`config.mk`:
```
export PLATFORM = sky130hd
export DESIGN_NAME = tlb_ctrl
export DESIGN_NICKNAME = d
export VERILOG_FILES = /design/src/rtl/tlb_ctrl_pkg.sv /design/src/rtl/tlb_random.sv /design/src/rtl/tlb_ctrl.sv
export SDC_FILE = /design/constraint.sdc
export NUM_CORES = 1
export LEC_CHECK = 0
export BUFFER_PORTS_ARGS = -buffer_cell sky130_fd_sc_hd__buf_2
export CAP_MARGIN = 40
export CELL_PAD_IN_SITES_DETAIL_PLACEMENT = 0
export CELL_PAD_IN_SITES_GLOBAL_PLACEMENT = 2
export CORE_MARGIN = 3
export CORE_UTILIZATION = 50
export CTS_BUF_LIST = sky130_fd_sc_hd__clkbuf_4
export DETAILED_ROUTE_END_ITERATION = 8
export PLACE_DENSITY_LB_ADDON = 0.05
export SYNTH_ARGS = -nofsm -noshare
export SYNTH_HDL_FRONTEND = slang
export SYNTH_SLANG_ARGS = --single-unit
```
`constraint.sdc`:
```
create_clock -name clk -period 6.46 [get_ports clk]
set_input_delay 1.615 -clock clk [delete_from_list [all_inputs] [get_ports clk]]
set_output_delay 1.615 -clock clk [all_outputs]
set_load 0.01 [all_outputs]
```
`src/rtl/tlb_ctrl_pkg.sv`:
```
// rtl/tlb_ctrl_pkg.sv - TLB geometry, entry layout, opcodes and FSM states shared with the MMU
package tlb_ctrl_pkg;
  localparam int TLB_NR_ENTRY           = 16;
  localparam int TLB_INDEX_WIDTH        = $clog2(TLB_NR_ENTRY);
  localparam int TLB_ENTRY_WIDTH        = 63;
  localparam int TLB_WRITE_STRUCT_WIDTH = 1 + TLB_INDEX_WIDTH + TLB_ENTRY_WIDTH;

  localparam int TLB_VPN2_W   = 19;
  localparam int TLB_LO_W     = 22;
  localparam int TLB_LO0_LSB  = 0;
  localparam int TLB_LO1_LSB  = 22;
  localparam int TLB_VPN2_LSB = 44;

  typedef enum logic [1:0] {
    TLB_OP_TLBWI = 2'b00,
    TLB_OP_TLBWR = 2'b01,
    TLB_OP_TLBP  = 2'b10,
    TLB_OP_TLBR  = 2'b11
  } tlb_op_e;

  typedef enum logic [1:0] {
    TLB_ST_IDLE  = 2'b00,
    TLB_ST_WRITE = 2'b01,
    TLB_ST_PROBE = 2'b10,
    TLB_ST_READ  = 2'b11
  } tlb_state_e;
endpackage

```
`src/rtl/tlb_random.sv`:
```
// rtl/tlb_random.sv - Random index counter, decrements each cycle and wraps at wired_i
module tlb_random #(
  parameter  int NR_ENTRY = 16,
  localparam int IDXW     = $clog2(NR_ENTRY)
) (
  input  logic            clk,
  input  logic            rst,
  input  logic [IDXW-1:0] wired_i,
  output logic [IDXW-1:0] random_o
);
  localparam logic [IDXW-1:0] TOP_IDX = IDXW'(NR_ENTRY - 1);

  logic [IDXW-1:0] random_q, random_d;

  // wired_i = TOP_IDX makes the wrap condition permanently true, pinning Random at the top
  assign random_d = (random_q <= wired_i) ? TOP_IDX : random_q - IDXW'(1);
  assign random_o = random_q;

  always_ff @(posedge clk or negedge rst) begin
    if (!rst) random_q <= TOP_IDX;
    else      random_q <= random_d;
  end
endmodule

```
`src/rtl/tlb_ctrl.sv`:
```
// rtl/tlb_ctrl.sv - TLB write/probe/read controller with mirror array; TLB_PROBE_PARALLEL_EN selects one-cycle probe
module tlb_ctrl #(
  parameter  int TLB_NR_ENTRY = tlb_ctrl_pkg::TLB_NR_ENTRY,
  localparam int IDXW         = $clog2(TLB_NR_ENTRY)
) (
  input  logic                                         clk,
  input  logic                                         rst,
  input  logic                                         cmd_valid,
  input  logic [1:0]                                   cmd_op,
  output logic                                         busy,
  output logic                                         done,
  input  logic [18:0]                                  entryhi_i,
  input  logic [21:0]                                  entrylo0_i,
  input  logic [21:0]                                  entrylo1_i,
  input  logic [IDXW-1:0]                              index_i,
  input  logic [IDXW-1:0]                              wired_i,
  output logic [IDXW+tlb_ctrl_pkg::TLB_ENTRY_WIDTH:0]  tlb_write_struct,
  output logic [IDXW:0]                                probe_o,
  output logic [IDXW-1:0]                              random_o,
  output logic [18:0]                                  entryhi_o,
  output logic [21:0]                                  entrylo0_o,
  output logic [21:0]                                  entrylo1_o
);
  import tlb_ctrl_pkg::*;

  tlb_state_e                 state_q;
  tlb_op_e                    op;
  logic [TLB_ENTRY_WIDTH-1:0] mirror_q [TLB_NR_ENTRY];
  logic [TLB_NR_ENTRY-1:0]    written_q;
  logic [TLB_ENTRY_WIDTH-1:0] new_entry, rd_entry;
  logic [IDXW-1:0]            wr_idx;
  logic                       accept, is_write;

  tlb_random #(.NR_ENTRY(TLB_NR_ENTRY)) u_random (
    .clk      (clk),
    .rst      (rst),
    .wired_i  (wired_i),
    .random_o (random_o)
  );

  assign op        = tlb_op_e'(cmd_op);
  assign accept    = (state_q == TLB_ST_IDLE) && cmd_valid;
  assign is_write  = (op == TLB_OP_TLBWI) || (op == TLB_OP_TLBWR);
  assign wr_idx    = (op == TLB_OP_TLBWR) ? random_o : index_i;
  assign new_entry = {entryhi_i, entrylo1_i, entrylo0_i};
  assign rd_entry  = written_q[index_i] ? mirror_q[index_i] : '0;

`ifdef TLB_PROBE_PARALLEL_EN
  logic            par_hit;
  logic [IDXW-1:0] par_idx;

  // Walk downwards so the lowest matching index is the one left standing
  always_comb begin
    par_hit = 1'b0;
    par_idx = '0;
    for (int i = TLB_NR_ENTRY - 1; i >= 0; i--) begin
      if (written_q[i] && (mirror_q[i][TLB_VPN2_LSB +: TLB_VPN2_W] == entryhi_i)) begin
        par_hit = 1'b1;
        par_idx = IDXW'(i);
      end
    end
  end
`else
  localparam logic [IDXW-1:0] LAST_IDX = IDXW'(TLB_NR_ENTRY - 1);

  logic [IDXW-1:0]       scan_idx_q;
  logic [TLB_VPN2_W-1:0] scan_vpn_q;
  logic                  first_hit, scan_hit;

  // Entry 0 is checked in the acceptance cycle so a hit at k completes k+1 cycles later
  assign first_hit = written_q[0] && (mirror_q[0][TLB_VPN2_LSB +: TLB_VPN2_W] == entryhi_i);
  assign scan_hit  = written_q[scan_idx_q] &&
                     (mirror_q[scan_idx_q][TLB_VPN2_LSB +: TLB_VPN2_W] == scan_vpn_q);
`endif

  always_ff @(posedge clk) begin
    if (accept && is_write) mirror_q[wr_idx] <= new_entry;
  end

  always_ff @(posedge clk or negedge rst) begin
    if (!rst) begin
      state_q          <= TLB_ST_IDLE;
      busy             <= 1'b0;
      done             <= 1'b0;
      tlb_write_struct <= '0;
      probe_o          <= {1'b1, {IDXW{1'b0}}};
      written_q        <= '0;
      entryhi_o        <= '0;
      entrylo0_o       <= '0;
      entrylo1_o       <= '0;
`ifndef TLB_PROBE_PARALLEL_EN
      scan_idx_q       <= '0;
      scan_vpn_q       <= '0;
`endif
    end else if (state_q == TLB_ST_IDLE) begin
      if (cmd_valid) begin
        busy <= 1'b1;
        done <= 1'b1;
        case (op)
          TLB_OP_TLBWI, TLB_OP_TLBWR: begin
            state_q           <= TLB_ST_WRITE;
            tlb_write_struct  <= {1'b1, wr_idx, new_entry};
            written_q[wr_idx] <= 1'b1;
          end
          TLB_OP_TLBR: begin
            state_q    <= TLB_ST_READ;
            entryhi_o  <= rd_entry[TLB_VPN2_LSB +: TLB_VPN2_W];
            entrylo1_o <= rd_entry[TLB_LO1_LSB +: TLB_LO_W];
            entrylo0_o <= rd_entry[TLB_LO0_LSB +: TLB_LO_W];
          end
          default: begin
            state_q <= TLB_ST_PROBE;
`ifdef TLB_PROBE_PARALLEL_EN
            probe_o <= par_hit ? {1'b0, par_idx} : {1'b1, probe_o[IDXW-1:0]};
`else
            scan_vpn_q <= entryhi_i;
            scan_idx_q <= IDXW'(1);
            if (first_hit) probe_o <= {1'b0, {IDXW{1'b0}}};
            else           done    <= 1'b0;
`endif
          end
        endcase
      end
    end else if (done) begin
      state_q          <= TLB_ST_IDLE;
      busy             <= 1'b0;
      done             <= 1'b0;
      tlb_write_struct <= '0;
    end
`ifndef TLB_PROBE_PARALLEL_EN
    else if (state_q == TLB_ST_PROBE) begin
      if (scan_hit) begin
        done    <= 1'b1;
        probe_o <= {1'b0, scan_idx_q};
      end else if (scan_idx_q == LAST_IDX) begin
        done    <= 1'b1;
        probe_o <= {1'b1, probe_o[IDXW-1:0]};
      end else begin
        scan_idx_q <= scan_idx_q + IDXW'(1);
      end
    end
`endif
  end
endmodule

```
## Word level (Yosys, flattened, before mapping)

Memories as Yosys holds them, arrays and structs flattened.
Index checks and enable logic that the tools add are counted.
W data, S select, Z words.

- Register bits: 183
- Memory bits (writable): 1008
- Bits of input ports: 76
- Output and inout port bits: 142
- Word-level logic and storage cells: 103
- Memories kept: 1

- Add/subtract/negate cells: 2
- $lt $le $gt $ge: 5
- Equal/unequal tests: 13
- Muxes and demuxes: 45
- Bitwise operators: 2
- Reductions and logical operators: 22

Memories:

| name | words | bits a word | read ports | clocked after memory_dff | wr ports | RTL line | text |
|---|---|---|---|---|---|---|---|
| mirror_q | 16 | 63 | 3 | 0 | 1 | tlb_ctrl.sv:28 | `logic [TLB_ENTRY_WIDTH-1:0] mirror_q [TLB_NR_ENTRY];` |

Operators with widths:

| cell | number |
|---|---|
| $mux W68 | 4 |
| $mux W63 | 1 |
| $mux W5 | 8 |
| $eq A19 B19 Y1 | 2 |
| $mux W4 | 9 |
| $reduce_and A6 Y1 | 3 |
| $mux W1 | 16 |
| $or A16 B16 Y16 | 1 |
| $lt A4 B5 Y1 const B | 3 |
| $reduce_and A3 Y1 | 4 |
| $bmux W1 S4 | 2 |
| $ne A2 B2 Y1 const B | 4 |
| $mux W2 | 3 |
| $ne A2 B1 Y1 const B | 3 |
| $reduce_bool A2 Y1 | 3 |
| $logic_and A1 B1 Y1 | 5 |
| $add A4 B1 Y4 const B | 1 |
| $demux W1 S4 | 1 |
| $eq A2 B2 Y1 const B | 2 |
| $eq A4 B4 Y1 const B | 1 |
| $ge A4 B1 Y1 const B | 1 |
| $le A4 B4 Y1 | 1 |
| $logic_not A2 Y1 | 2 |
| $pmux W2 S2 | 1 |
| 8 further kinds | 8 |

## Depth between registers and ports, before layout

Gate-level depths: netlist (run 1).

- Depth in word-level cells: 7
- Mapped depth: 14
- Gate-level depth less buffers: 8

## Hierarchy

Synthesis (run 1) repeated with hierarchy kept, for this count alone.

- Cell total of the unflattened synthesis: 2343
- Area total of the unflattened synthesis: 48347.6 µm²

Modules (own cells, without submodules):

| module | times used | cells an instance | area each (µm²) | seq. area each (µm²) |
|---|---|---|---|---|
| tlb_ctrl | 1 | 2317 | 48069.9 | 34749.6 |
| tlb_random | 1 | 26 | 277.8 | 105.1 |

## Least setup slack after synthesis (run 1)

No wires, ideal clock.

- Path type: input-to-reg
- Start: in index_i[1]
- End: mem mirror_q[11][0] (enable)
- Library setup time: 485 ps
- Data arrival time: 6054 ps
- Setup slack: -79 ps
- Cell stages on the path: 7
- Path buffers: 4
- Cell sequence: clkbuf_1 -> clkbuf_1 -> buf_1 -> clkbuf_1 -> mux2i_1 -> or3_1 -> nor2_1

- Cells in the longest elaborated chain, start to end: 1

Ends and longest elaborated chain:

| what | RTL line | text |
|---|---|---|
| start, declared | tlb_ctrl.sv:15 | `input logic [IDXW-1:0] index_i,` |
| $mux W4 | tlb_ctrl.sv:44 | `assign wr_idx = (op == TLB_OP_TLBWR) ? random_o : index_i;` |
| end, declared | tlb_ctrl.sv:28 |  |

No other way between the ends.

## Final worst setup path (run 1)

- Start: reg scan_idx_q[0]
- End: reg scan_idx_q[1]

- Cells in the longest elaborated chain, start to end: 6
- Elaborated cells between the ends (all ways): 15

Ends and longest elaborated chain:

| what | RTL line | text |
|---|---|---|
| start, declared | tlb_ctrl.sv:66 | `logic [IDXW-1:0] scan_idx_q;` |
| start signal, assigned | tlb_ctrl.sv:139 | `scan_idx_q <= scan_idx_q + IDXW'(1);` |
| branches (longest 6 deep; another with $mem_v2 Z16 W63) | -- |  |

Parallel ways; which one is timed is not known. The select of a mux whose other input is x is not followed.
A chain may end at the register's enable or synchronous reset.

==> results of run 1 <==
[routing by layer]
layer  wire length, µm  part of all wire, %  vias to the layer above  GRT usage [%]
li1                  -                    -                    10700              -
met3              7360                  6.1                      182           4.41
met4              2340                  1.9                        4           7.93
met5                26                0.022                        -              0
met1             49600                   41                    13600           34.4
met2             60900                   51                      908           41.0
[power groups by stage]
stage / combinational [mW] / clock, mW / sequential (mW)
global placement: 3.54 / 0 / 9.47
CTS: 3.62 / 6.64 / 9.31
global route: 3.86 / 7.09 / 9.37
finish: 3.56 / 6.43 / 9.30
floorplan: 2.18 / 0 / 9.48
detailed placement: 3.61 / 0 / 9.46
[worst max-delay path, cell delays in order (launching register included)]
cell,delay (ns)
dfrtp_4,0.74
buf_4,0.64
mux4_2,0.59
mux2i_1,0.27
xor2_1,0.19
nand4_1,0.15
or4_1,0.57
a2111o_1,0.66
and2_1,0.27
a31o_1,0.21
[layout make-up]
type	count	area (µm²)
fillers	7260	40000
flip-flops and latches	1191	34900
multi-input cells	949	12700
clock buffers	483	3630
repair buffers	277	1930
well taps	1265	1580
clock inverters	81	345
inverters	11	41.3
diodes	8	20.0
[registers in the layout (all words and copies together), names as in the netlist, 2 cells and up]
name               count
entryhi_o             19
written_q             16
scan_vpn_q            19
tlb_write_struct      68
probe_o                5
entrylo0_o            22
scan_idx_q             4
u_random.random_o      4
mirror_q            1008
entrylo1_o            22
state_q                2
[kinds of logic (layout without fill, tap and decap cells)]
kind of cell	after synthesis	after routing
AOI/OAI and AO/OA	184	184
xor gates and xnor gates	44	44
adders and majority gates	6	6
buffers and inverters	144	852
DFF	1191	1191
muxes	451	451
other	0	8
and+or+nand+nor	264	264
[cell usage in the layout, fill, tap and decap left out, drive strengths merged, types with 66 or more instances in the layout]
| cell | n |
|---|---|
| clkbuf | 483 |
| dfrtp | 178 |
| nand2b | 68 |
| buf | 277 |
| mux4 | 396 |
| a22o | 66 |
| edfxtp | 1008 |
| nand2 | 95 |
| o21ai | 77 |
| clkinv | 73 |
[final timing paths]
check,endpoint
max,scan_idx_q[1]
min,entryhi_o[8]
max reg2reg,scan_idx_q[1]
min reg2reg,entryhi_o[8]
max in group asynchronous,entrylo1_o[9]
min in group asynchronous,tlb_write_struct[56]
[per-stage QoR]
| step | setup WS (ns) | TNS (ns) | utilization [%] | cell area, µm² | power, mW |
|---|---|---|---|---|---|
| after global routing | 1.61 | 0 | 57.9 | 55100 | 20.3 |
| after global placement | 1.86 | 0 | 53.6 | 51000 | 13.0 |
| final | 1.89 | 0 | 57.9 | 55100 | 19.3 |
| after detailed placement | 1.89 | 0 | 53.7 | 51100 | 13.1 |
| after floorplan | -0.0789 | -18.00 | - | 48000 | 11.7 |
| after CTS | 1.90 | 0 | 57.9 | 55100 | 19.6 |
==> results.yml, run 1 <==
cts:
  numCtsBuffers: 322
  clkSinkCount: 1191
  root_buffer: "clkbuf_4"
  cts_setup_buffers: 0
  cts_tree: "done"
  insertion_delay_ns: 1.15
  cts_buffer_depth: 4
  path_clk_slew_ns: 0.06
  htree_levels: 5
  ctsResizeCount: 0
  cts-hold-fix-buffers: 0
sta:
  setup_viol_count_final: 0
  slew_headroom_pct: 27.8
  hold_slack_ns: 0.471
  hold_viol_final: 0
  finalCritPeriodShare_pct: 70.7
  max_clock_freq_ghz: 0.219
  fin_crit_ns: 4.57
  rsz0062_at_grt: "no"
  finalMaxSlewViolations: 0
  worstMarginPinSlew_ns: 1.08
  worst_clock_skew_ns: 0.0861
synth:
  syn_area_um2: 48000
  synth_commonest_cells: "1008 x edfxtp_1, 396 x mux4_2, 178 x dfrtp_1"
  synth_top_area_cell: "edfxtp_1"
  synth-async-reset-ratio_pct: 15.4
  synth_top_family_by_area: "multiplexers"
  ys_types: 54
  synth.most_common_cell: "edfxtp_1"
  yosysWarnings: 0
  dominantRegCellSynth: "edfxtp_1"
  synth_edf_count: 1008
  yosys-top-cells-area: "edfxtp_1 63%, mux4_2 19%, dfrtp_1 9.3%"
  synthCells: 2284
  synthMuxAreaShare_pct: 19.8
  yosysSeqAreaShare_pct: 72.6
  synth.avg_cell_area_um2: 21.0
  synth_compound_area_share_pct: 2.71
  syn-num-nets: 2366
  synth_seq_cells: 1191
  synthAdderAreaFrac_pct: 0.156
  synth_xor_area_share_pct: 0.803
  synthSimpleGateAreaFrac_pct: 2.72
  synth_top_area_share_pct: 63.0
run:
  max_cap_viol_count: 0
floorplanning:
  rows: 113
  core_area_um2: 95200
  io_pins: 218
  start_util_pct: 50.5
  die_area_um2: 99800
  die_w_um: 316
  die_h_um: 316
routing:
  drtAntennaViolNets: 0
  drt-pass1-iter-count: 5
  drt_iter0_drc: 2143
  wl_mm: 120
  routedWlPerCell_um: 28.2
  via_per_inst: 5.95
  via_count: 25400
  route.detailed.drc: 0
placed_design:
  post-dp-hpwl_mm: 65.0
  numPortBuffers: 217
  dp.cells: 3693
  gp_routability_congestion: 0.775
global_route:
  grt_max_degree: 114
  grt_remaining_overflow: 0
  grt_pass1_vias: 27300
  antenna_found_initial: 8
  grtUsageTotal_pct: 24.9
  grt_first_pass_wirelength_mm: 179
critical_path:
  startpoint_type: "flop"
  worstPathRequired_ns: 7.45
  reg2reg_depth: 9
  crit_fanout: 39
  worstSetupEndpointType: "flop"
  critPathKind: "reg -> reg"
  worstPathArrival_ns: 5.55
  cp-startpoint: "scan_idx_q[0]"
  rrSetupSlack_ns: 1.89
  reg2reg_from: "scan_idx_q[0]"
finish:
  drive_above_1_share_pct: 41.8
  area_growth_syn_to_layout_pct: 14.8
  final_cells: 4265
  nets: 2834
pwr:
  intPower_mw: 14.0
  leakage_nw: 19.3
  p_sw_share_pct: 27.6
  power.density_nw_per_um2: 350
  pwr-share-clk_pct: 33.3
  combPwrFrac_pct: 18.4
  peakVddDrop_mv: 0.210
  switching_power_mw: 5.33
  power_frac_seq_pct: 48.2
hold_path:
  hold_depth: 2
  worstHoldStart: "entryhi_o[8]"
  min_path_type: "reg -> reg"
outcome:
  status: "finished, final reports clean"
Power figures use the tool's default switching activity.
==> run 2, diff against run 1 <==
--- a/config.mk
+++ b/config.mk
@@ -10,7 +10,7 @@
 export CELL_PAD_IN_SITES_DETAIL_PLACEMENT = 0
 export CELL_PAD_IN_SITES_GLOBAL_PLACEMENT = 2
 export CORE_MARGIN = 3
-export CORE_UTILIZATION = 50
+export CORE_UTILIZATION = 46
 export CTS_BUF_LIST = sky130_fd_sc_hd__clkbuf_4
 export DETAILED_ROUTE_END_ITERATION = 8
 export PLACE_DENSITY_LB_ADDON = 0.05
==> constraint.sdc (replaced) <==
create_clock -name clk -period 4.2 [get_ports clk]
set_input_delay 1.05 -clock clk [delete_from_list [all_inputs] [get_ports clk]]
set_output_delay 1.05 -clock clk [all_outputs]
set_load 0.01 [all_outputs]
==> run 2 against run 1 <==
  * Worst setup slack got worse by 1.6 ns
  * Die area increased by 8.5%
  * Flip-flop and latch count unchanged
  * Critical endpoint is now done
  * Largest power group unchanged
==> results.yml, run 2 (synthesized netlist as in run 1, its figures left out) <==
outcome:
  status: "finished, final reports clean"
routing:
  drt_iter0_drc: 2052
  drt-pass1-iter-count: 5
  via_count: 25400
  wl_mm: 123
  via_per_inst: 5.77
  routedWlPerCell_um: 28.0
  route.detailed.drc: 0
  drtAntennaViolNets: 0
finish:
  drive_above_1_share_pct: 42.1
  largest_reg_flops: 1008
  area_growth_syn_to_layout_pct: 16.3
  post-route-util_pct: 54.4
  layout_common_cells: "1008 x edfxtp_1, 482 x clkbuf_4, 396 x mux4_2"
  nets: 2871
  nFillCells: 8180
  regMostFlops: "mirror_q"
  top_regs: "mirror_q x1008, tlb_write_struct x68"
  final_cells: 4409
  final_common_cell: "edfxtp_1"
sta:
  fin_ws_ns: 0.252
  max_clock_freq_ghz: 0.253
  finalMaxSlewViolations: 0
  fin_crit_ns: 3.95
  setup_viol_count_final: 0
  worstMarginPinSlew_ns: 0.879
  rsz0062_at_grt: "no"
  slew_headroom_pct: 41.4
  worst_clock_skew_ns: 0.0807
  hold_viol_final: 0
  finalCritPeriodShare_pct: 94.0
placed_design:
  pre_cts_ws_ns: 0.273
  post-dp-hpwl_mm: 69.4
  numPortBuffers: 217
  dp.cells: 3823
  gp_routability_congestion: 0.772
critical_path:
  critPathKind: "reg -> reg"
  critPathTopFamily: "buffers and inverters"
  reg2reg_depth: 12
  path_buf_inv: 4
  slowest_stage: "dfrtp_4"
  crit_top_cell: "buf_4"
  reg2reg_from: "scan_idx_q[0]"
  crit_chain: "buf_12 > buf_4 > mux4_2 > mux2i_1 > xnor2_1 > nor4_1 > buf_4 > nand2_1 > a2111o_1 > buf_4 > a21oi_1 > o32a_1"
  worstSetupEndpointType: "flop"
  crit_fanout: 34
  worstPathRequired_ns: 5.24
  worst_path_largest_cell_delay_ns: 0.67
  rrSetupSlack_ns: 0.25
  worstPathArrival_ns: 4.99
  timing.rr.end: "done"
  startpoint_type: "flop"
floorplanning:
  die_w_um: 329
  rows: 117
  start_util_pct: 46.8
  die_h_um: 329
  core_area_um2: 103000
  io_pins: 218
  die_area_um2: 108000
cts:
  cts_tree: "done"
  clkSinkCount: 1191
  htree_levels: 5
  path_clk_slew_ns: 0.06
  numCtsBuffers: 331
  insertion_delay_ns: 1.18
  root_buffer: "clkbuf_4"
  cts_buffer_depth: 4
  ctsResizeCount: 0
global_route:
  grt_pass1_vias: 27300
  grtUsageTotal_pct: 23.4
  grt_max_degree: 127
  grt_first_pass_wirelength_mm: 183
  antenna_found_initial: 4
  grt_remaining_overflow: 0
pwr:
  power_mw: 30.0
  power.density_nw_per_um2: 537
  peakVddDrop_mv: 0.385
  leakage_nw: 19.5
hold_path:
  min_path_type: "in -> reg"
  worstHoldStart: "entrylo1_i[3]"
  min_to: "mirror_q[10][25]"
  hold_depth: 1
run:
  max_cap_viol_count: 0
-- run 2: cell types whose count changed in the layout (fill, tap and decap cells not counted), sizes merged --
cell,previous run,this run
inv,18,19
dlygate4sd3,0,1
buf,277,304
bufinv,1,2
clkbuf,483,482
clkinv,73,83
diode,8,10
-- run 2: worst max-delay path by stage --
stage | from | endpoint | depth (start not counted)
finish | scan_idx_q[0] | done | 12
global route | scan_idx_q[0] | done | 12
CTS | scan_idx_q[0] | done | 9
detailed placement | scan_idx_q[0] | scan_idx_q[0] | 8
global placement | scan_idx_q[0] | scan_idx_q[0] | 8
floorplan | index_i[1] | mirror_q[14][0] | 8
-- run 2: cell type report --
class	instances	area [µm²]	area share, %
tap	1368	1710	3.07
antenna	10	25.0	0.0448
inverter	11	41.3	0.0739
clock inverter	93	418	0.748
clock buffer	482	3620	6.48
timing repair buffer	305	2450	4.38
sequential	1191	34900	62.4
multi-input combinational	949	12700	22.8
-- run 2: timing repair --
action / CTS / global route
setup endpoints to repair: 0 / 0
hold endpoints to repair: 40 / 0
setup buffers: 0 / 0
hold buffers: 1 / 0
-- run 2: layer usage --
layer | share of wire, % | routed length (µm) | GRT usage, %
met1 | 42 | 52100 | 32.2
met2 | 50 | 61900 | 38.1
met3 | 5.3 | 6520 | 4.01
met4 | 2.3 | 2840 | 8.10
met5 | 0 | 0 | 0
-- run 2: where the power goes --
part / internal, mW / total, mW / switching (mW) / leakage (nW)
combinational: 2.60 / 5.68 / 3.07 / 5.66
sequential: 13.7 / 14.3 / 0.583 / 11.4
clock: 5.37 / 10.0 / 4.67 / 2.44
total: 21.7 / 30.0 / 8.33 / 19.5
-- run 2: metrics by stage --
stage               hold WS [ns]  instance area, µm²  setup TNS, ns
floorplan                  0.452               48100        -178.59
global placement           0.457               51700              0
detailed placement         0.463               51800              0
CTS                        0.103               55800              0
global route               0.166               55800              0
finish                     0.258               55800              0
==> run 3, diff against run 2 <==
--- a/config.mk
+++ b/config.mk
@@ -5,12 +5,13 @@
 export SDC_FILE = /design/constraint.sdc
 export NUM_CORES = 1
 export LEC_CHECK = 0
+export ABC_AREA = 1
 export BUFFER_PORTS_ARGS = -buffer_cell sky130_fd_sc_hd__buf_2
 export CAP_MARGIN = 40
 export CELL_PAD_IN_SITES_DETAIL_PLACEMENT = 0
 export CELL_PAD_IN_SITES_GLOBAL_PLACEMENT = 2
 export CORE_MARGIN = 3
-export CORE_UTILIZATION = 46
+export CORE_UTILIZATION = 39
 export CTS_BUF_LIST = sky130_fd_sc_hd__clkbuf_4
 export DETAILED_ROUTE_END_ITERATION = 8
 export PLACE_DENSITY_LB_ADDON = 0.05
==> run 3 against run 2 <==
  * Count of clock-buffer cells in the layout rose by 68
  * Combinational power rose by 22%
  * Highest routed layer unchanged
  * Global-route usage up 1.9 points
  * Critical endpoint is now mirror_q[3][56]
  * Cell count grew 56%
  * Die area is 24% higher
  * Utilization down 8.8 points
  * Sequential share of layout area shrank 2.9 points
==> results.yml, run 3 <==
routing:
  drtAntennaViolNets: 0
  routedWlPerCell_um: 25.0
  wl_mm: 173
  drt_iter0_drc: 2639
  via_count: 37100
  drt-pass1-iter-count: 7
  via_per_inst: 5.38
  highest_layer: "met4"
  route.detailed.drc: 0
  wl_met2_mm: 85.6
  wl_met3_mm: 8.04
  met1_length_mm: 73.4
synth:
  synth.avg_cell_area_um2: 11.2
  synth_top_area_share_pct: 59.6
  synth_commonest_cells: "1008 x edfxtp_1, 662 x o21ai_0, 608 x nand2_1"
  synth_seq_cells: 1191
  synthCells: 4554
  yosysWarnings: 0
  synth_top_area_cell: "edfxtp_1"
  synth-async-reset-ratio_pct: 15.4
  synth.most_common_cell: "edfxtp_1"
  yosysSeqAreaShare_pct: 68.6
  syn_area_um2: 50800
  ys_types: 42
  synth_edf_count: 1008
  yosys-top-cells-area: "edfxtp_1 60%, dfrtp_1 8.8%, o21ai_0 6.5%"
  dominantRegCellSynth: "edfxtp_1"
  syn-num-nets: 4636
placed_design:
  gp_routability_congestion: 0.808
  pre_cts_ws_ns: 0.663
  numPortBuffers: 217
  post-dp-hpwl_mm: 92.4
finish:
  top_regs: "mirror_q x1008, tlb_write_struct x68"
  regMostFlops: "mirror_q"
  nets: 4978
  final_common_cell: "edfxtp_1"
  layout_common_cells: "1008 x edfxtp_1, 662 x o21ai_0, 606 x nand2_1"
  area_growth_syn_to_layout_pct: 15.3
  largest_reg_flops: 1008
  drive_above_1_share_pct: 17.9
global_route:
  grt_pass1_vias: 36800
  antenna_found_initial: 11
  grt_remaining_overflow: 0
  grtUsageTotal_pct: 25.3
  grt_max_degree: 195
  grt_first_pass_wirelength_mm: 251
pwr:
  power_mw: 32.2
  peakVddDrop_mv: 0.321
  power.density_nw_per_um2: 549
  leakage_nw: 22.2
sta:
  worst_clock_skew_ns: 0.0816
  hold_viol_final: 0
  rsz0062_at_grt: "no"
  finalMaxSlewViolations: 0
  worstMarginPinSlew_ns: 1.05
  max_clock_freq_ghz: 0.305
  finalCritPeriodShare_pct: 78.1
  setup_viol_count_final: 0
  slew_headroom_pct: 30.2
  fin_crit_ns: 3.28
  fin_ws_ns: 0.921
cts:
  numCtsBuffers: 349
  cts_setup_buffers: 0
  cts_tree: "done"
  insertion_delay_ns: 1.24
  root_buffer: "clkbuf_4"
  clkSinkCount: 1191
  htree_levels: 5
  cts_buffer_depth: 4
  ctsResizeCount: 0
  path_clk_slew_ns: 0.06
floorplanning:
  start_util_pct: 39.5
  core_area_um2: 129000
  io_pins: 218
  rows: 131
  die_h_um: 367
  die_area_um2: 135000
  die_w_um: 367
run:
  max_cap_viol_count: 0
critical_path:
  slowest_stage: "buf_12"
  worstPathArrival_ns: 4.05
  crit_fanout: 63
  worstPathRequired_ns: 4.97
  crit_chain: "nor2_2 > inv_1 > nor2_1 > clkinv_2 > nor2_4 > inv_4 > nor2_1 > nand2_1 > nor2_4 > buf_12"
  worst_path_largest_cell_delay_ns: 0.48
  startpoint_type: "flop"
  critPathKind: "reg -> reg"
  worstSetupEndpointType: "flop"
outcome:
  status: "finished, final reports clean"
hold_path:
  min_path_type: "in -> reg"
-- run 3: changes by cell type in the layout (fill, tap and decap cells not counted), moves of 71 or more --
| cell | previous run | this run |
|---|---|---|
| o221ai_1 | 1 | 109 |
| inv_1 | 9 | 260 |
| o21ai_0 | 75 | 662 |
| a21oi_1 | 3 | 139 |
| nor2_1 | 15 | 488 |
| nand3_1 | 20 | 444 |
| mux4_2 | 396 | 0 |
| nand2_1 | 95 | 606 |
| o22ai_1 | 3 | 74 |
| o211ai_1 | 0 | 131 |
-- run 3: worst max-delay path: cells and delay by family, from the launching register on --
family                 cells  cell delay (ns)
buffers and inverters      4             0.93
AND/OR/NAND/NOR            6             1.48
flip-flops                 1             0.41
-- run 3: metal layers --
layer / vias to the layer above / track usage [%]
met5: - / 0
met4: 0 / 9.96
met3: 330 / 4.05
met2: 1112 / 42.8
met1: 18400 / 32.6
li1: 17300 / -
-- run 3: cell type report --
type / count / area [µm²]
well taps: 1729 / 2160
multi-input cells: 2764 / 13600
clock buffers: 550 / 4130
fillers: 12200 / 69900
flip-flops and latches: 1191 / 34900
inverters: 270 / 1040
clock inverters: 57 / 244
repair buffers: 320 / 2490
diodes: 11 / 27.5
-- run 3: path summary, 6_finish.rpt --
| kind | startpoint | end | slack [ns] | cells after the start |
|---|---|---|---|---|
| worst min-delay path | entrylo0_i[1] | tlb_write_struct[1] | 0.20 | 3 |
| worst max-delay path | state_q[1] | mirror_q[3][56] | 0.92 | 10 |
| min in group asynchronous | rst | tlb_write_struct[40] | 0.36 | 2 |
| worst min register to register | probe_o[2] | probe_o[2] | 0.48 | 2 |
| worst max register to register | state_q[1] | mirror_q[3][56] | 0.92 | 10 |
| max in group asynchronous | rst | probe_o[4] | 2.85 | 3 |
-- run 3: metrics by stage --
| stage | util (%) | setup TNS (ns) | cells | cell area [µm²] | hold WS, ns |
|---|---|---|---|---|---|
| after floorplan | - | -491.24 | 4554 | 50800 | 0.439 |
| after detailed placement | 42.1 | 0 | 6272 | 54200 | 0.466 |
| after global routing | 45.6 | 0 | 6887 | 58600 | 0.0801 |
| after CTS | 45.6 | 0 | 6881 | 58600 | 0.0214 |
| after global placement | 42.1 | 0 | 6269 | 54100 | 0.462 |
| final | 45.6 | 0 | 6892 | 58600 | 0.204 |
-- run 3: logic make-up (layout without fill, tap and decap cells) --
group                    Yosys count  after routing  synth area share, %
AO/OA/AOI/OAI                   1134           1134                 12.9
XOR/XNOR                           7              7                0.121
other                              0             11                    0
adder cells (fa/ha/maj)            6              6                0.148
flip-flops                      1191           1191                 68.6
buffers and inverters            599           1197                 4.88
AND/OR/NAND/NOR                 1617           1617                 13.4
-- run 3: what timing repair did --
action / 4_1_cts / 5_1_grt
hold buffers: 2 / 0
setup endpoints to repair: 0 / 0
endpoints found under the hold margin: 65 / 0
-- run 3: where the power goes --
group / switching (mW) / total, mW / internal, mW
sequential: 0.619 / 14.4 / 13.7
combinational: 4.78 / 6.94 / 2.16
clock: 4.91 / 10.9 / 5.94
